### src/rtl/adc_fft_pkg.sv
// rtl/adc_fft_pkg.sv - shared FSM encoding, defaults and sample conversion for the ADC-to-FFT path
package adc_fft_pkg;

  typedef enum logic [1:0] {
    IDLE     = 2'd0,
    WAIT_LVL = 2'd1,
    BURST    = 2'd2,
    DRAIN    = 2'd3
  } state_e;

  localparam int FFT_LOG2_DEF = 10;

  // Offset-binary to two's complement is just an MSB flip at the given width.
  function automatic logic [31:0] offset_to_signed(input logic [31:0] d, input int width, input bit en);
    return en ? (d ^ (32'd1 << (width - 1))) : d;
  endfunction

endpackage

### src/rtl/adc_frame_reader_if.sv
// rtl/adc_frame_reader_if.sv - FIFO read port and FFT sample stream seen by the frame reader
interface adc_frame_reader_if
  import adc_fft_pkg::*;
#(
  parameter int DATA_WIDTH = 12,
  parameter int LVL_WIDTH  = 12,
  parameter int FFT_LOG2   = FFT_LOG2_DEF
) ();

  logic [DATA_WIDTH-1:0] fifo_rd_data;
  logic                  fifo_rd_empty;
  logic [LVL_WIDTH-1:0]  fifo_rd_water_level;
  logic                  fifo_rd_en;
  logic [DATA_WIDTH-1:0] m_data;
  logic                  m_valid;
  logic                  m_ready;
  logic                  m_last;
  logic [FFT_LOG2-1:0]   m_index;

  modport master (
    input  fifo_rd_data, fifo_rd_empty, fifo_rd_water_level, m_ready,
    output fifo_rd_en, m_data, m_valid, m_last, m_index
  );

  modport slave (
    output fifo_rd_data, fifo_rd_empty, fifo_rd_water_level, m_ready,
    input  fifo_rd_en, m_data, m_valid, m_last, m_index
  );

endinterface

### src/rtl/adc_skid_buf.sv
// rtl/adc_skid_buf.sv - 2-entry valid/ready buffer; the producer must only push when room is guaranteed
module adc_skid_buf #(
  parameter int WIDTH = 23
) (
  input  logic             clk,
  input  logic             rst_n,
  input  logic [WIDTH-1:0] s_tdata_i,
  input  logic             s_tvalid_i,
  output logic [WIDTH-1:0] m_tdata_o,
  output logic             m_tvalid_o,
  input  logic             m_tready_i,
  output logic [1:0]       occ_o
);

  logic [WIDTH-1:0] mem_q [2];
  logic             wr_ptr_q, rd_ptr_q;
  logic [1:0]       cnt_q, cnt_d;
  logic             push, pop;

  assign pop        = m_tvalid_o & m_tready_i;
  // A full buffer may still accept when the head leaves in the same cycle.
  assign push       = s_tvalid_i & ((cnt_q != 2'd2) | pop);
  assign m_tvalid_o = (cnt_q != 2'd0);
  assign m_tdata_o  = mem_q[rd_ptr_q];
  assign occ_o      = cnt_q;

  always_comb begin
    cnt_d = cnt_q;
    if (push && !pop) cnt_d = cnt_q + 2'd1;
    else if (pop && !push) cnt_d = cnt_q - 2'd1;
  end

  always_ff @(posedge clk or negedge rst_n) begin
    if (!rst_n) begin
      for (int i = 0; i < 2; i++) mem_q[i] <= '0;
      wr_ptr_q <= 1'b0;
      rd_ptr_q <= 1'b0;
      cnt_q    <= 2'd0;
    end else begin
      if (push) begin
        mem_q[wr_ptr_q] <= s_tdata_i;
        wr_ptr_q        <= ~wr_ptr_q;
      end
      if (pop) rd_ptr_q <= ~rd_ptr_q;
      cnt_q <= cnt_d;
    end
  end

endmodule

### src/rtl/adc_frame_reader.sv
// rtl/adc_frame_reader.sv - waits for a full frame in the ADC FIFO, then bursts it to the FFT as a stream
module adc_frame_reader
  import adc_fft_pkg::*;
#(
  parameter int DATA_WIDTH = 12,
  parameter int LVL_WIDTH  = 12,
  parameter int FFT_LOG2   = FFT_LOG2_DEF,
  parameter int OFFSET_BIN = 1
) (
  input  logic                      clk,
  input  logic                      rst_n,
  adc_frame_reader_if.master        bus,
  input  logic                      start,
  input  logic                      cont_mode,
  output logic                      busy,
  output logic                      underrun,
  output logic [15:0]               frame_cnt
);

  localparam int FFT_LEN = 1 << FFT_LOG2;
  localparam int PW      = DATA_WIDTH + FFT_LOG2 + 1;
  localparam logic [FFT_LOG2:0]   LEN_W   = (FFT_LOG2 + 1)'(FFT_LEN);
  localparam logic [FFT_LOG2:0]   LEN_M1  = (FFT_LOG2 + 1)'(FFT_LEN - 1);
  localparam logic [FFT_LOG2-1:0] IDX_MAX = '1;

  state_e                state_q, state_d;
  logic [FFT_LOG2:0]     issued_q, issued_d;
  logic [FFT_LOG2-1:0]   wr_idx_q, wr_idx_d;
  logic                  inflight_q;
  logic                  underrun_q, underrun_d;
  logic [15:0]           frame_q, frame_d;
  logic [1:0]            occ;
  logic [PW-1:0]         push_data, pop_data;
  logic [DATA_WIDTH-1:0] conv;
  logic                  pop, rd_en, level_ok;

  assign conv      = DATA_WIDTH'(offset_to_signed(32'(bus.fifo_rd_data), DATA_WIDTH, OFFSET_BIN != 0));
  assign push_data = {conv, wr_idx_q, wr_idx_q == IDX_MAX};
  assign level_ok  = 32'(bus.fifo_rd_water_level) >= 32'(FFT_LEN);
  assign pop       = bus.m_valid & bus.m_ready;

  // Room check counts the beat leaving this cycle so a steady stream runs at one sample per clock.
  assign rd_en = (state_q == BURST) & ~bus.fifo_rd_empty & (issued_q != LEN_W)
               & (({1'b0, occ} + {2'b0, inflight_q}) < (3'd2 + {2'b0, pop}));

  adc_skid_buf #(.WIDTH(PW)) u_skid (
    .clk        (clk),
    .rst_n      (rst_n),
    .s_tdata_i  (push_data),
    .s_tvalid_i (inflight_q),
    .m_tdata_o  (pop_data),
    .m_tvalid_o (bus.m_valid),
    .m_tready_i (bus.m_ready),
    .occ_o      (occ)
  );

  assign {bus.m_data, bus.m_index, bus.m_last} = pop_data;
  assign bus.fifo_rd_en = rd_en;
  assign busy           = (state_q != IDLE);
  assign underrun       = underrun_q;
  assign frame_cnt      = frame_q;

  always_comb begin
    state_d    = state_q;
    issued_d   = issued_q;
    wr_idx_d   = wr_idx_q;
    underrun_d = underrun_q;
    frame_d    = frame_q;
    if (rd_en) issued_d = issued_q + (FFT_LOG2 + 1)'(1);
    if (inflight_q) wr_idx_d = wr_idx_q + FFT_LOG2'(1);
    if (pop && bus.m_last) frame_d = frame_q + 16'd1;
    case (state_q)
      IDLE: begin
        if (start || cont_mode) state_d = WAIT_LVL;
        if (start) underrun_d = 1'b0;
      end
      WAIT_LVL: begin
        if (level_ok) begin
          state_d  = BURST;
          issued_d = '0;
          wr_idx_d = '0;
        end
      end
      BURST: begin
        if (bus.fifo_rd_empty && issued_q != LEN_W) underrun_d = 1'b1;
        if (rd_en && issued_q == LEN_M1) state_d = DRAIN;
      end
      DRAIN: begin
        if (pop && bus.m_last) state_d = cont_mode ? WAIT_LVL : IDLE;
      end
      default: state_d = IDLE;
    endcase
  end

  always_ff @(posedge clk or negedge rst_n) begin
    if (!rst_n) begin
      state_q    <= IDLE;
      issued_q   <= '0;
      wr_idx_q   <= '0;
      inflight_q <= 1'b0;
      underrun_q <= 1'b0;
      frame_q    <= '0;
    end else begin
      state_q    <= state_d;
      issued_q   <= issued_d;
      wr_idx_q   <= wr_idx_d;
      inflight_q <= rd_en;
      underrun_q <= underrun_d;
      frame_q    <= frame_d;
    end
  end

endmodule

### src/flat_wrapper.sv
// flat-port wrapper written by rule: the top's interface ports become plain ports
module adc_frame_reader_flat import adc_fft_pkg::*;
#(
  parameter int DATA_WIDTH = 12,
  parameter int LVL_WIDTH  = 12,
  parameter int FFT_LOG2   = FFT_LOG2_DEF,
  parameter int OFFSET_BIN = 1
)
  (clk, rst_n, start, cont_mode, busy, underrun, frame_cnt, bus_fifo_rd_data, bus_fifo_rd_empty, bus_fifo_rd_water_level, bus_m_ready, bus_fifo_rd_en, bus_m_data, bus_m_valid, bus_m_last, bus_m_index);
  adc_frame_reader_if #(.DATA_WIDTH(DATA_WIDTH), .LVL_WIDTH(LVL_WIDTH), .FFT_LOG2(FFT_LOG2)) bus_i ();
  input  logic clk;
  input  logic rst_n;
  input  logic start;
  input  logic cont_mode;
  output logic busy;
  output logic underrun;
  output logic [15:0] frame_cnt;
  input wire logic [$bits(bus_i.fifo_rd_data)-1:0] bus_fifo_rd_data;
  input wire logic [$bits(bus_i.fifo_rd_empty)-1:0] bus_fifo_rd_empty;
  input wire logic [$bits(bus_i.fifo_rd_water_level)-1:0] bus_fifo_rd_water_level;
  input wire logic [$bits(bus_i.m_ready)-1:0] bus_m_ready;
  output wire logic [$bits(bus_i.fifo_rd_en)-1:0] bus_fifo_rd_en;
  output wire logic [$bits(bus_i.m_data)-1:0] bus_m_data;
  output wire logic [$bits(bus_i.m_valid)-1:0] bus_m_valid;
  output wire logic [$bits(bus_i.m_last)-1:0] bus_m_last;
  output wire logic [$bits(bus_i.m_index)-1:0] bus_m_index;
  assign bus_i.fifo_rd_data = bus_fifo_rd_data;
  assign bus_i.fifo_rd_empty = bus_fifo_rd_empty;
  assign bus_i.fifo_rd_water_level = bus_fifo_rd_water_level;
  assign bus_i.m_ready = bus_m_ready;
  assign bus_fifo_rd_en = bus_i.fifo_rd_en;
  assign bus_m_data = bus_i.m_data;
  assign bus_m_valid = bus_i.m_valid;
  assign bus_m_last = bus_i.m_last;
  assign bus_m_index = bus_i.m_index;
  adc_frame_reader #(.DATA_WIDTH(DATA_WIDTH), .LVL_WIDTH(LVL_WIDTH), .FFT_LOG2(FFT_LOG2), .OFFSET_BIN(OFFSET_BIN)) u_core (.clk(clk), .rst_n(rst_n), .bus(bus_i), .start(start), .cont_mode(cont_mode), .busy(busy), .underrun(underrun), .frame_cnt(frame_cnt));
endmodule
### config.mk
export PLATFORM = sky130hd
export DESIGN_NAME = adc_frame_reader_flat
export DESIGN_NICKNAME = d
export VERILOG_FILES = /design/src/rtl/adc_fft_pkg.sv /design/src/rtl/adc_frame_reader_if.sv /design/src/rtl/adc_skid_buf.sv /design/src/rtl/adc_frame_reader.sv /design/src/flat_wrapper.sv
export SDC_FILE = /design/constraint.sdc
export NUM_CORES = 1
export LEC_CHECK = 0
export CORE_ASPECT_RATIO = 0.8
export CORE_MARGIN = 5
export CORE_UTILIZATION = 45
export CTS_BUF_LIST = sky130_fd_sc_hd__clkbuf_8 sky130_fd_sc_hd__clkbuf_16
export DETAILED_ROUTE_END_ITERATION = 8
export HOLD_SLACK_MARGIN = 0.05
export PLACE_DENSITY = 0.72
export SYNTH_ARGS = -nofsm -noshare
export SYNTH_HDL_FRONTEND = slang
export SYNTH_SLANG_ARGS = --single-unit
### constraint.sdc
create_clock -name clk -period 6.69 [get_ports clk]
set_input_delay 1.0035 -clock clk [delete_from_list [all_inputs] [get_ports clk]]
set_output_delay 1.0035 -clock clk [all_outputs]
set_load 0.02 [all_outputs]
# == Word level (Yosys, flattened, before mapping) ==
# Cells that the tools add are included.
# word_totals
regBits,91
output_inout_bits,43
# classes
add_sub_neg,7
order_cmp,5
n_eq_ne,13
muxes,23
bitwise_logic,12
reduce_logical,16
# ops
cell,n
$mux 23,4
$bwmux 46,1
$mux 11,3
$mux 10,3
$demux 23 s1,1
$add 16x1->16 const B,1
$ge 12x11->1 const B,1
$mux 2,6
$add 11x1->11 const B,1
$eq 11x10->1 const B,1
$ne 11x11->1 const B,1
$add 10x1->10 const B,1
$eq 10x10->1 const B,1
$ne 2x2->1 const B,4
$pmux 2 s4,1
$reduce_bool 2->1,4
$logic_and 1x1->1,6
$ne 2x1->1 const B,3
$and 1x1->1,5
$eq 2x2->1 const B,2
$ge 2x2->1 const B,2
$not 1->1,4
$not 1->2,2
$reduce_and 4->1,1
14 further kinds,17

# == Longest topological paths before layout ==
# depth
ltp_word,8
depth_mapped,8
depth_no_buf,7

# == Modules after synthesis ==
# A second synthesis with hierarchy kept.
# hier_totals
hier_cells,350
area_unflattened_um2,4347.9
# by_module_without_submodules
mod,instances,cells_per_inst,area_each_um2,seq_area_each_um2
adc_skid_buf,1,140,2233.4,1251.2
adc_frame_reader,1,210,2114.5,1026.0

# == Least setup slack after synthesis ==
# Ideal clock, no wire load.
# synth_timing
path_type,input -> output
startpoint,input port bus_fifo_rd_empty
endpoint,output port bus_fifo_rd_en
t_arrival_ps,1936
required_time_ps,5687
setup_slack_ps,3751
cell_stages,4
cell_sequence,or3_4 o32ai_4 and3_1 buf_4
# synth_via
elab_chain_len,4
# synth_lines
element,line,rtl
start: declaration,flat_wrapper.sv:19,input wire logic [$bits(bus_i.fifo_rd_empty)-1:0] bus_fifo_rd_empty;
$not 1->1,adc_frame_reader.sv:43,assign rd_en = (state_q == BURST) & ~bus.fifo_rd_empty & (issued_q != LEN_W)
$and 1x1->1 (2 in a row),adc_frame_reader.sv:43,
$and 1x1->1,adc_frame_reader.sv:44,"& (({1'b0, occ} + {2'b0, inflight_q}) < (3'd2 + {2'b0, pop}));"
end: declaration,flat_wrapper.sv:22,output wire logic [$bits(bus_i.fifo_rd_en)-1:0] bus_fifo_rd_en;
# Every way passes these cells.

# == Worst setup path in the final report ==
# Ends and elaborated chain as after synthesis.

==> run_results.csv <==
group,metric,value,unit
outcome,status,"completed",
critical_path,max_stage_delay,0.65,ns
critical_path,cp-startpoint,"bus_fifo_rd_empty",
critical_path,r2r_slack,4.12,ns
sta,hold_violations,0,
critical_path,crit_chain,"clkdlybuf4s50_1 -> or3_4 -> o32ai_4 -> and3_1 -> clkdlybuf4s50_1",
critical_path,required,5.69,ns
placed_design,dpl_cell_area,0.00498,mm2
power,internal-power,1.45,mW
yosys,syn-mean-instance-area,12.3,um2
cells_and_area,drive_gt1_share,22.3,%
cts,tritoncts,"done",
sta,fin_crit,4.19,ns
drt,wire_per_inst,15.2,um
sta,fin_crit_sh,62.6,%
yosys,synth.distinct_cells,40,
critical_path,path_max_fanout,10,
placed_design,dp.final_hpwl,5.55,mm
critical_path,crit_buf_inv,2,
power,p_total,2.14,mW
yosys,async_flop_share,100,%
drt,drt-total-wl,8.01,mm
yosys,synthFlopType,"dfrtp_1",
floorplan,io_pins,73,
yosys,synth_area,0.00426,mm2
global_route,grt.total_usage,15.0,%
global_route,grt-ovfl-total,0,
floorplan,initial_core_util,46.5,%
floorplan,rows,31,
cts,post-cts-setup-buffers,0,
critical_path,endpoint_kind,"output pin",
yosys,synth_warnings,0,
placed_design,io_buffers,62,
drt,drt_pass1_iterations,4,
sta,max_slew_margin,25.6,%
cells_and_area,nets,450,
global_route,grt_max_degree,48,
drt,final_antenna_net_count,0,
critical_path,crit_path_top_delay_cell,"clkdlybuf4s50_1",
placed_design,gp_congestion,0.769,
sta,final_max_slew_viol_count,0,
critical_path,cp_data_arrival_time,3.18,ns
cts,cts_root_buffer,"clkbuf_16",
yosys,ys_seq_elements,91,
cells_and_area,utilization,57.9,%
critical_path,timing.rr.start,"u_core.u_skid.rd_ptr_q$_DFFE_PN0P_",
power,clkPwrFrac,25.5,%
min_path,min_to,"u_core.frame_cnt[15]$_DFFE_PN0P_",
yosys,syn_nets,388,
cts,cts.sinks,91,
cts,clkTransAtPathRegs,0.06,ns
cts,clk_path_buf_depth,2,
critical_path,crit_top_cell,"clkdlybuf4s50_1",
sta,grt_setup_unrepaired,"false",
cells_and_area,stdcell_area,0.00530,mm2
power,switchingPower,0.695,mW
global_route,antenna_found_initial,0,
floorplan,dieHeight,97.0,um
drt,viasPerCell,5.20,
sta,finalClockSkew,0.00795,ns
power,swShare,32.4,%
yosys,synth_top_area_share,53.5,%
min_path,hold_start,"u_core.frame_cnt[15]$_DFFE_PN0P_",
drt,drt-initial-drc-count,151,
critical_path,crit_family,"buffers and inverters",
sta,tns,0,ns
floorplan,die_x,119,um
flow_run,max_cap_viol_count,0,
min_path,worstHoldPathType,"reg -> reg",
critical_path,rr_worst_depth,5,
sta,clock.fmax,0.239,GHz
yosys,synthTopCellsByArea,"dfrtp_1 53%, mux2_2 17%, xnor2_1 3.9%",
cts,cts_hold_buf,0,
floorplan,die-area,0.0115,mm2
sta,setup_viol,0,
power,leakagePower,2.41,nW
critical_path,worstSetupPathType,"in -> out",
global_route,grt_pass1_wl,14.3,mm
cts,numCtsBuffers,9,
cells_and_area,diodes,0,
drt,drc,0,
power,p_seq_share,38.5,%
critical_path,cp-start-kind,"primary input",
min_path,worstHoldPathCells,1,
floorplan,coreArea,0.00915,mm2
power,power.density,404,mW/mm2
yosys,synthCells,347,
yosys,synth-seq-area-share,53.5,%
cells_and_area,area_delta_synth_final,24.5,%
cts,cts_resized,0,
cts,clock_latency,0.33,ns
power,pwr-share-comb,36.0,%
sta,tightest_slew,1.11,ns
yosys,synth_edf_count,0,
power,ir_worst_vdd,0.143,mV
cts,cts_htree_levels,3,
yosys,yosysTopAreaCell,"dfrtp_1",
drt,vias,2746,
critical_path,reg2reg_to,"u_core.state_q[1]$_DFFE_PN0P_",
global_route,grt_pass1_vias,2874,
## through the flow
step	std cells	hold WS [ns]	worst slack [ns]
3_5_place_dp	513	0.473	2.50
3_3_place_gp	513	0.460	2.51
2_1_floorplan	347	0.444	3.75
5_1_grt	528	0.513	2.41
6_report	528	0.476	2.50
4_1_cts	528	0.485	2.50
## cell type report
| class | count | area [um2] |
|---|---|---|
| multi-input cells | 231 | 1880 |
| repair buffers | 64 | 633 |
| clock buffers | 10 | 239 |
| fillers | 745 | 3850 |
| flip-flops and latches | 91 | 2280 |
| well taps | 115 | 144 |
| inverters | 12 | 45.0 |
| clock inverters | 5 | 85.1 |
## kinds of logic after synthesis
logic type	synth area share, %
fa+ha+maj	3.23
compound gates	2.88
flops	53.5
buf+inv	2.56
mux	18.1
xor+xnor	7.61
simple gates	12.1
## metal layers
metal,wire (um),global-route usage [%],vias up
met3,370,4.37,7
met2,3690,23.3,49
met1,3890,20.6,1366
li1,-,-,1324
met4,59,4.01,0
met5,0,0,-
## power by group through the flow
stage	Combinational [mW]	Clock, mW	Sequential [mW]
after floorplan	0.531	0	0.789
after CTS	0.783	0.559	0.827
after global placement	0.763	0	0.823
final	0.772	0.546	0.824
after detailed placement	0.780	0	0.837
after global routing	0.841	0.584	0.849
## cells in the mapped netlist, types with 2 or more instances
master     n
buf_4      2
inv_1     11
xnor2_1   19
mux2_2    64
nor4b_1    2
nor2_1    27
o21ai_0    4
and4_1     2
clkbuf_1   5
buf_2      6
and2_1     4
dfrtp_1   91
xor2_1    18
mux2i_1    4
nand3_1   11
nand2_1   19
and3_1    11
a21oi_1    2
nand4_1   11
nor3_1     2
nor2b_1    2
a211oi_1   2
ha_1      11
## how the worst max path moves through the flow
stage,to,slack [ns],depth (start not counted)
finish,bus_fifo_rd_en,2.50,5
floorplan,bus_fifo_rd_en,3.75,4
detailed placement,bus_fifo_rd_en,2.50,5
global route,bus_fifo_rd_en,2.41,5
CTS,bus_fifo_rd_en,2.50,5
global placement,bus_fifo_rd_en,2.51,5
## worst reg2reg max path, stage by stage, from the launching register on
cell and delay (ns):
dfrtp_1 1.05, mux2_2 0.37, nand2_1 0.17, a221o_1 0.36
nor2_1 0.17, mux2_1 0.33
## registers in the layout, indices dropped and copies added (netlist names)
register	count
u_core.u_skid.mem_q	46
u_core.inflight_q	1
u_core.wr_idx_q	10
u_core.u_skid.occ_o	2
u_core.u_skid.wr_ptr_q	1
u_core.underrun	1
u_core.issued_q	11
u_core.state_q	2
u_core.u_skid.rd_ptr_q	1
u_core.frame_cnt	16
## layout by cell type, fill, tap and decap left out, drive strengths merged
cell,count
nand2,19
or3,2
or2,1
buf,3
and4,2
a211oi,2
o31a,1
clkinvlp,1
nor4,1
o32ai,1
nand4,11
a221o,1
and3,11
inv,14
clkdlybuf4s50,61
nand3,12
mux2,65
a31oi,1
a21oi,2
a41oi,1
o21ai,4
a2bb2oi,1
dfrtp,91
nor2,28
xor2,18
xnor2,19
clkbuf,10
ha,11
nor2b,2
nor3,3
bufinv,2
nor4b,2
o21a,1
mux2i,4
and2,4
nand2b,1
Power figures use the tool's default switching activity.
